===== src/rtl/tlvds_rx_monitor.sv =====
// Receive monitor for a TLVDS differential input: synchronizes, glitch-filters and edge-detects the
// received level, measures the rising-edge period, and tracks lock / loss-of-signal.
module tlvds_rx_monitor #(
    parameter int FILTER_LEN  = 4,
    parameter int PERIOD_W    = 25,
    parameter int TIMEOUT_CYC = 16777216
) (
    input  logic                clk,
    input  logic                rst_n,
    input  logic                tlvds_p,
    input  logic                tlvds_n,
    output logic                rx_level,
    output logic                rise_pulse,
    output logic                fall_pulse,
    output logic [PERIOD_W-1:0] period,
    output logic                period_stb,
    output logic                locked,
    output logic                los
);

    localparam int FCNT_W = (FILTER_LEN > 1) ? $clog2(FILTER_LEN) : 1;
    localparam logic [FCNT_W-1:0]   FCNT_LAST    = FCNT_W'(FILTER_LEN - 1);
    localparam logic [PERIOD_W-1:0] TIMEOUT_LAST = PERIOD_W'(TIMEOUT_CYC - 1);
    localparam logic [PERIOD_W-1:0] PCNT_SAT     = '1;

    typedef enum logic [1:0] {
        ST_LOS     = 2'd0,
        ST_ACQUIRE = 2'd1,
        ST_LOCKED  = 2'd2
    } state_t;

    logic                ibuf_o;
    logic                s1_q, s2_q;
    logic                level_q, level_d;
    logic [FCNT_W-1:0]   fcnt_q, fcnt_d;
    logic                rise_q, rise_d;
    logic                fall_q, fall_d;
    state_t              state_q, state_d;
    logic [PERIOD_W-1:0] pcnt_q, pcnt_d;
    logic [PERIOD_W-1:0] period_q, period_d;
    logic                stb_q, stb_d;
    logic                locked_q, locked_d;
    logic                los_q, los_d;

    // Behavioural stand-in for the TLVDS_IBUF comparator: true leg high and complement low reads as 1.
    assign ibuf_o = tlvds_p & ~tlvds_n;

    always_comb begin
        level_d = level_q;
        fcnt_d  = '0;
        rise_d  = 1'b0;
        fall_d  = 1'b0;
        if (s2_q != level_q) begin
            if (fcnt_q == FCNT_LAST) begin
                level_d = s2_q;
                rise_d  = s2_q;
                fall_d  = ~s2_q;
            end else begin
                fcnt_d = fcnt_q + 1'b1;
            end
        end
    end

    // The FSM reacts to the rise detected this cycle, so los/locked/period move on the same edge as rise_pulse.
    always_comb begin
        state_d  = state_q;
        los_d    = los_q;
        locked_d = locked_q;
        period_d = period_q;
        stb_d    = 1'b0;
        pcnt_d   = (pcnt_q == PCNT_SAT) ? pcnt_q : pcnt_q + 1'b1;
        case (state_q)
            ST_LOS: begin
                pcnt_d = '0;
                if (rise_d) begin
                    state_d = ST_ACQUIRE;
                    los_d   = 1'b0;
                end
            end
            ST_ACQUIRE, ST_LOCKED: begin
                if (rise_d) begin
                    state_d  = ST_LOCKED;
                    pcnt_d   = '0;
                    period_d = pcnt_q + 1'b1;
                    stb_d    = 1'b1;
                    locked_d = 1'b1;
                end else if (pcnt_q == TIMEOUT_LAST) begin
                    state_d  = ST_LOS;
                    pcnt_d   = '0;
                    period_d = '0;
                    locked_d = 1'b0;
                    los_d    = 1'b1;
                end
            end
            default: begin
                state_d  = ST_LOS;
                pcnt_d   = '0;
                period_d = '0;
                locked_d = 1'b0;
                los_d    = 1'b1;
            end
        endcase
    end

    always_ff @(posedge clk or negedge rst_n) begin
        if (!rst_n) begin
            s1_q     <= 1'b0;
            s2_q     <= 1'b0;
            level_q  <= 1'b0;
            fcnt_q   <= '0;
            rise_q   <= 1'b0;
            fall_q   <= 1'b0;
            state_q  <= ST_LOS;
            pcnt_q   <= '0;
            period_q <= '0;
            stb_q    <= 1'b0;
            locked_q <= 1'b0;
            los_q    <= 1'b1;
        end else begin
            s1_q     <= ibuf_o;
            s2_q     <= s1_q;
            level_q  <= level_d;
            fcnt_q   <= fcnt_d;
            rise_q   <= rise_d;
            fall_q   <= fall_d;
            state_q  <= state_d;
            pcnt_q   <= pcnt_d;
            period_q <= period_d;
            stb_q    <= stb_d;
            locked_q <= locked_d;
            los_q    <= los_d;
        end
    end

    assign rx_level   = level_q;
    assign rise_pulse = rise_q;
    assign fall_pulse = fall_q;
    assign period     = period_q;
    assign period_stb = stb_q;
    assign locked     = locked_q;
    assign los        = los_q;

endmodule


===== config.mk =====
export PLATFORM = sky130hd
export DESIGN_NAME = tlvds_rx_monitor
export DESIGN_NICKNAME = d
export VERILOG_FILES = /design/src/rtl/tlvds_rx_monitor.sv
export SDC_FILE = /design/constraint.sdc
export NUM_CORES = 1
export LEC_CHECK = 0
export BUFFER_PORTS_ARGS = -buffer_cell sky130_fd_sc_hd__clkbuf_2
export CORE_MARGIN = 4
export CORE_UTILIZATION = 45
export CTS_CLUSTER_DIAMETER = 150
export CTS_CLUSTER_SIZE = 10
export DETAILED_ROUTE_END_ITERATION = 8
export GPL_ROUTABILITY_DRIVEN = 1
export GPL_TIMING_DRIVEN = 0
export PLACE_DENSITY = 0.61
export SYNTH_ARGS = -nofsm -noshare
export SYNTH_HDL_FRONTEND = slang
export SYNTH_SLANG_ARGS = --single-unit

===== constraint.sdc =====
create_clock -name clk -period 3.7 [get_ports clk]
set_clock_uncertainty 0.15 [all_clocks]
set_input_delay 0.925 -clock clk [delete_from_list [all_inputs] [get_ports clk]]
set_output_delay 0.925 -clock clk [all_outputs]
set_load 0.01 [all_outputs]

==> run metrics, run 1 <==
post-synthesis adder-cell area fraction 2.285%; Setup crit end kind flip-flop; Clock Sinks between 60 and 70; total wire length about 5.4 mm; clk root buf clkbuf_8; library cells used by synthesis 38; Synth Net Count between 200 and 250; #FFs+latches synth 62; commonest non-fill, non-tap cell in the layout dfrtp_1; H-tree depth 3; Logic pwr share about a quarter; later-pin clock latency in the skew report between 300 and 400 ps; sequential area share after synthesis between 50% and 60%; total power about 0.0018 W; commonest non-fill, non-tap cells in the layout dfrtp_1 (61), clkbuf_2 (33), o21ai_0 (27); Slew headroom between 40% and 50%; CTS resizes 0; LEAKAGE about 1.5 nW; CTS Buffer Depth 2; GRT Total Usage approximately 17%; Top Ports 35; Post-Place Cell Area ~0.003 sq mm; Final Worst Setup Slack 1322 ps; Setup Viol. Count Final 0; pre-CTS WS around 1400 ps; Routed Antenna Nets 0; Critical Path AT 2430 ps; drt initial violations 95; Cell Rows 28; routed len/inst approximately 15 um; unrepaired setup endpoints after global routing false; first-pass detailed-route iteration total 4; Top FF cell, synth dfrtp_1; Layout Nets roughly 290; global placer's final weighted congestion around 0.78; Via density about 5.3; share of layout cells above drive strength 1 23.13%; kind of critical path flip-flop to flip-flop; first-pass GRT wire length between 9 and 10 mm; Slowest cell on crit path clkbuf_1; cell taking the most area after synthesis dfrtp_1; PortBufs 34; die height between 80 and 90 um; max-cap violations 0; outcome finished, final reports clean; gr ovfl total 0; Switching Fraction between 30% and 40%; power share of the clock group around a third; CP required 3750 ps; Post-synth EDFFs 0; main combinational cell family by area after synthesis compound AO/OA/AOI/OAI gates; Hold WC Path Type flip-flop to flip-flop; drt drc 0; CTS tree yes; DIE AREA around 0.0074 sq mm; Yosys warnings 0; slowest stage delay, CP between 400 and 500 ps; Post-CTS Setup Bufs 0; Final Hold Vio Count 0; Cell Count, Final, Fillers Out ~360; P_int roughly 0.0012 W; Pins Over Slew Limit 0; initial antenna violation count 0; vias approximately 1.9k; Max IR drop VDD 0.3126 mV; worst path cell trace inv_1, ha_1, and2_1, nand2b_1, buf_1, clkbuf_1, o2bb2ai_1; # hold bufs at CTS 0; Synth Area in XOR/XNOR between 7 and 8%; Synth Area in Simple Gates between 10% and 20%; Inserted Clock Buffers 9; Layout area overhead 17.05%; Post-Syn Instances about 230; Post-Syn Area per Cell about 12 sq um; Crit Path Max Fanout 10; Tcrit/Tclk final about 64%; Setup TNS 0 ps; DP Cell Count between 300 and 400; Final Cell Area approximately 0.0032 sq mm; vias in the first global route between 1.5k and 2k; post-synthesis compound-gate area fraction between 10% and 20%; Tmin final between 2000 and 2500 ps; CTS clk-pin slew, worst paths about 70 ps; mux cell area share after synthesis less than 1%; FFs w/ async S/R, synth 100.0%; worst slew pin tran between 800 and 900 ps; Psw 0.0005945 W; top post-synthesis cells by area dfrtp_1 (56%), o2bb2ai_1 (6.4%), o21ai_0 (4.9%); Yosys top cell area share 55.76%; Power Dens Cells between 500 and 600 mW/mm^2; Core ar. ~0.006 sq mm; largest net degree at the start of global routing 63; placed wire-length estimate between 3 and 4 mm; synthesized area around 0.0027 sq mm; share of total power in sequential cells between 40 and 50%; die width 86.00 um; Starting Density 46.24%; Worst Setup Start Kind flip-flop; max frequency ~420 MHz; ANT cells 0
==> power groups by stage <==
| stage | Sequential, W | Combinational [W] | Clock, W |
|---|---|---|---|
| 2_1_floorplan | 0.000763 | 0.000348 | 0 |
| 3_3_place_gp | 0.000766 | 0.000480 | 0 |
| 3_5_place_dp | 0.000767 | 0.000488 | 0 |
| 4_1_cts | 0.000755 | 0.000487 | 0.000617 |
| 5_1_grt | 0.000760 | 0.000542 | 0.000650 |
| 6_report | 0.000755 | 0.000476 | 0.000603 |
==> routing by layer <==
metal | vias up | track usage [%] | part of all wire, %
li1 | 922 | - | -
met1 | 923 | 23.18 | 49
met2 | 44 | 23.69 | 44
met3 | 12 | 5.860 | 5.7
met4 | 0 | 6.906 | 1.8
met5 | - | 0 | 0
==> area by class of cell <==
class,instances,area [sq um]
Buffer,10,63.81
Clock buffer,12,155.1
Clock inverter,4,45.04
Fill cell,527,2716
Inverter,7,26.28
Multi-Input combinational cell,152,1095
Sequential cell,62,1553
Tap cell,75,93.84
Timing Repair Buffer,34,172.7
==> worst paths after layout <==
path                            start         end  slack, ps  cells after the start
max                        state_q[1]  period[14]       1320                      7
max in group asynchronous       rst_n  pcnt_q[22]       2310                      1
max reg2reg                state_q[1]  period[14]       1320                      7
min                              s1_q        s2_q        200                      0
min in group asynchronous       rst_n  rise_pulse        530                      1
min reg2reg                      s1_q        s2_q        200                      0
==> registers in the layout (all words and copies together), names as in the netlist <==
register and flops:
fcnt_q 2, s2_q 1, state_q 2, fall_pulse 1, los 1, s1_q 1, locked 1, period 25
pcnt_q 25, rise_pulse 1, rx_level 1, period_stb 1
==> worst max-delay path: cells and delay by family (launching register included) <==
family,cells,cell delay [ps]
AO/OA/AOI/OAI,1,160
adder cells (fa/ha/maj),1,390
buffers and inverters,3,870
flip-flops,1,400
AND/OR/NAND/NOR,2,250
==> Yosys cell counts (2+ instances only) <==
master and number:
nand3_2 2, nand4_1 4, o2bb2ai_1 20, inv_1 7
nand2_1 16, nor2b_1 2, clkbuf_1 6, and3_1 6
and2_1 2, ha_1 5, xnor2_1 14, buf_6 2
nor3b_1 2, dfrtp_1 61, o2bb2ai_2 4, nand3_1 8
nor4_1 4, nor2_1 9, o21ai_0 27, xor2_1 10
nor3_1 3
==> cells by family (layout without fill, tap and decap cells) <==
logic type                 Yosys count  count (layout)
muxes                                1               1
DFF                                 62              62
xor gates and xnor gates            24              24
AOI/OAI and AO/OA                   56              56
and+or+nand+nor                     66              66
buffers and inverters               17              67
adders and majority gates            5               5
==> through the flow <==
| step | hold slack, ps | util, % |
|---|---|---|
| final | 199.5 | 54.12 |
| after global routing | 208.9 | 54.12 |
| after CTS | 202.2 | 54.12 |
| after detailed placement | 187.8 | 50.74 |
| after global placement | 182.1 | 50.70 |
| after floorplan | 181.2 | - |
(Power assumes the default switching activity.)
==> run 2: changes to the inputs <==
--- a/config.mk
+++ b/config.mk
@@ -5,6 +5,7 @@
 export SDC_FILE = /design/constraint.sdc
 export NUM_CORES = 1
 export LEC_CHECK = 0
+export ABC_AREA = 1
 export BUFFER_PORTS_ARGS = -buffer_cell sky130_fd_sc_hd__clkbuf_2
 export CORE_MARGIN = 4
 export CORE_UTILIZATION = 45
@@ -13,7 +14,7 @@
 export DETAILED_ROUTE_END_ITERATION = 8
 export GPL_ROUTABILITY_DRIVEN = 1
 export GPL_TIMING_DRIVEN = 0
-export PLACE_DENSITY = 0.61
+export PLACE_DENSITY = 0.6
 export SYNTH_ARGS = -nofsm -noshare
 export SYNTH_HDL_FRONTEND = slang
 export SYNTH_SLANG_ARGS = --single-unit
==> constraint.sdc (replaced) <==
create_clock -name clk -period 2.2 [get_ports clk]
set_clock_uncertainty 0.15 [all_clocks]
set_input_delay 0.55 -clock clk [delete_from_list [all_inputs] [get_ports clk]]
set_output_delay 0.55 -clock clk [all_outputs]
set_load 0.01 [all_outputs]
==> run 2 against run 1 <==
  * Total power increased by 49%
  * Clock power increased by 69%
  * Cell area up 12%
  * Critical endpoint is now period[19]
  * Largest power group unchanged
  * Highest routed layer unchanged
==> run metrics, run 2 <==
outcome finished, final reports clean; initial antenna violation count 0; Via density just under 5; LEAKAGE just under 2 nW; Commonest cells post-synth nand2_1 (151), dfrtp_1 (61), inv_1 (33), nand3_1 (33), nor2_1 (27); Max IR drop VDD between 0.6 and 0.7 mV; kind of critical path flip-flop to flip-flop; cell taking the most area after synthesis dfrtp_1; fillcell total ~650; library cells used by synthesis 29; ANT cells 0; Core ar. about 0.0065 sq mm; Worst Setup Start Kind flip-flop; Crit Path Max Fanout 10; commonest non-fill, non-tap cell in the layout nand2_1; CTS clk-pin slew, worst paths around 70 ps; Starting Density 47.43%; Top FF cell, synth dfrtp_1; sequential area share after synthesis between 50% and 60%; Synth Net Count just under 400; total wire length approximately 7 mm; Setup TNS 0 ps; Routed Antenna Nets 0; PortBufs 34; first-pass GRT wire length approximately 12 mm; Pins Over Slew Limit 0; H-tree depth 3; clk root buf clkbuf_8; Cell Rows 29; drt initial violations between 80 and 90; Final Hold Vio Count 0; DIE AREA slightly above 0.008 sq mm; most common cell in the synthesized netlist nand2_1; synthesized area ~0.0031 sq mm; Inserted Clock Buffers 9; CTS tree yes; Setup Viol. Count Final 0; Yosys warnings 0; Clock Sinks slightly above 60; FFs w/ async S/R, synth 100.0%; vias between 2k and 3k; routed len/inst 13.43 um; unrepaired setup endpoints after global routing false; Tcrit/Tclk final between 90% and 100%; Layout Nets 438; Critical Path AT between 2000 and 2500 ps; Post-CTS Setup Bufs 0; Layout area overhead 15.55%; max-cap violations 0; Post-synth EDFFs 0; largest net degree at the start of global routing 63; placed wire-length estimate between 4 and 5 mm; Yosys top cell area share between 40% and 50%; die width approximately 91 um; Post-Syn Instances 384; drt drc 0; #FFs+latches synth 62; Min Hold Slack ~190 ps; share of layout cells above drive strength 1 between 10% and 20%; Power Dens Cells 765.3 mW/mm^2; CP required 2330 ps; Slew headroom a little over two fifths; worst slew pin tran about 850 ps; global placer's final weighted congestion around 0.92; first-pass detailed-route iteration total 4; Top Ports 35; Tmin final between 1500 and 2000 ps; max frequency around 500 MHz; later-pin clock latency in the skew report between 300 and 400 ps; vias in the first global route ~2.5k; top post-synthesis cells by area dfrtp_1 (49%), nand2_1 (18%), nand3_1 (5.3%); Setup crit end kind flip-flop; # hold bufs at CTS 0; Post-Syn Area per Cell just over 8 sq um; Hold WC Path Type input pin to async pin; CTS Buffer Depth 2; gr ovfl total 0; commonest non-fill, non-tap cells in the layout nand2_1 (150), dfrtp_1 (60), clkbuf_2 (35); GRT Total Usage 18.39%; die height between 90 and 100 um
==> run 2: cell count changes in the layout (fill, tap and decap cells not counted), moves of 5 or more <==
| cell | change |
|---|---|
| and3_1 | -6 |
| inv_1 | +26 |
| nand2_1 | +134 |
| nand2_2 | +7 |
| xor2_1 | -5 |
| nor2_1 | +16 |
| nand3_1 | +25 |
| xnor2_1 | -10 |
| o21ai_0 | -6 |
| o2bb2ai_1 | -20 |
| nor2_2 | +5 |
==> run 2: kinds of logic (layout without fill, tap and decap cells) <==
family | count (synthesis) | in the layout | share of synthesized area [%]
adders and majority gates | 5 | 5 | 2.019
AOI/OAI and AO/OA | 24 | 24 | 4.200
DFF | 62 | 62 | 50.12
xor gates and xnor gates | 9 | 9 | 2.544
and+or+nand+nor | 241 | 241 | 35.06
buffers and inverters | 43 | 93 | 6.058
==> run 2: timing repair <==
action                                  CTS  global route
resized for setup                         0             8
hold endpoints to repair                  0             0
endpoints found under the setup margin    0            33
==> run 2: area by class of cell <==
class | count | area, sq um | area share (%)
buffer | 9 | 62.56 | 1.748
multi-input combinational | 279 | 1365 | 38.13
clock inverter | 3 | 42.54 | 1.188
inverter | 34 | 127.6 | 3.565
tap | 77 | 96.34 | 2.691
timing repair buffer | 34 | 172.7 | 4.824
clock buffer | 13 | 158.9 | 4.439
sequential | 62 | 1554 | 43.41
==> run 2: path summary, 6_finish.rpt <==
kind / from / end / slack [ps] / depth (start not counted)
setup / recovery: state_q[0] / period[19] / 210 / 9
hold / removal: rst_n / period[6] / 190 / 1
min in group clk: s1_q / s2_q / 200 / 0
max in group asynchronous: rst_n / pcnt_q[0] / 1120 / 1
setup reg to reg: state_q[0] / period[19] / 210 / 9
hold reg to reg: s1_q / s2_q / 200 / 0
==> run 2: through the flow <==
step	utilization (%)	setup slack, ps	instance area [sq um]	power, W	instances
2_1_floorplan	-	435.8	3098	0.001589	384
3_3_place_gp	51.51	68.09	3364	0.001748	495
3_5_place_dp	51.55	86.44	3367	0.001752	495
4_1_cts	54.64	85.48	3568	0.002778	511
5_1_grt	54.81	17.40	3580	0.002902	511
6_report	54.81	211.3	3580	0.002739	511
==> run 2: power by group <==
group          switching (W)  total, W  internal, W
Clock               0.000431   0.00102     0.000584
Combinational       0.000337  0.000492     0.000155
Sequential         0.0000403   0.00123      0.00119
Total               0.000808   0.00274      0.00193
==> run 2: critical path, stage by stage, from the launching register on <==
cell and delay (ps):
dfrtp_1 370, inv_1 70, ha_1 370, inv_1 80, nor2_2 170, nand2_2 130
inv_2 160, buf_4 220, nand3_1 120, nand2_1 80
==> run 2: routing by layer <==
| metal | share of wire [%] | wire, um | up-vias | track usage, % |
|---|---|---|---|---|
| met2 | 43 | 2956 | 55 | 26.24 |
| met3 | 3.7 | 253 | 15 | 3.306 |
| met4 | 2.4 | 163 | 0 | 8.920 |
| li1 | - | - | 1296 | - |
| met5 | 0 | 0 | - | 0 |
| met1 | 51 | 3487 | 1170 | 26.92 |
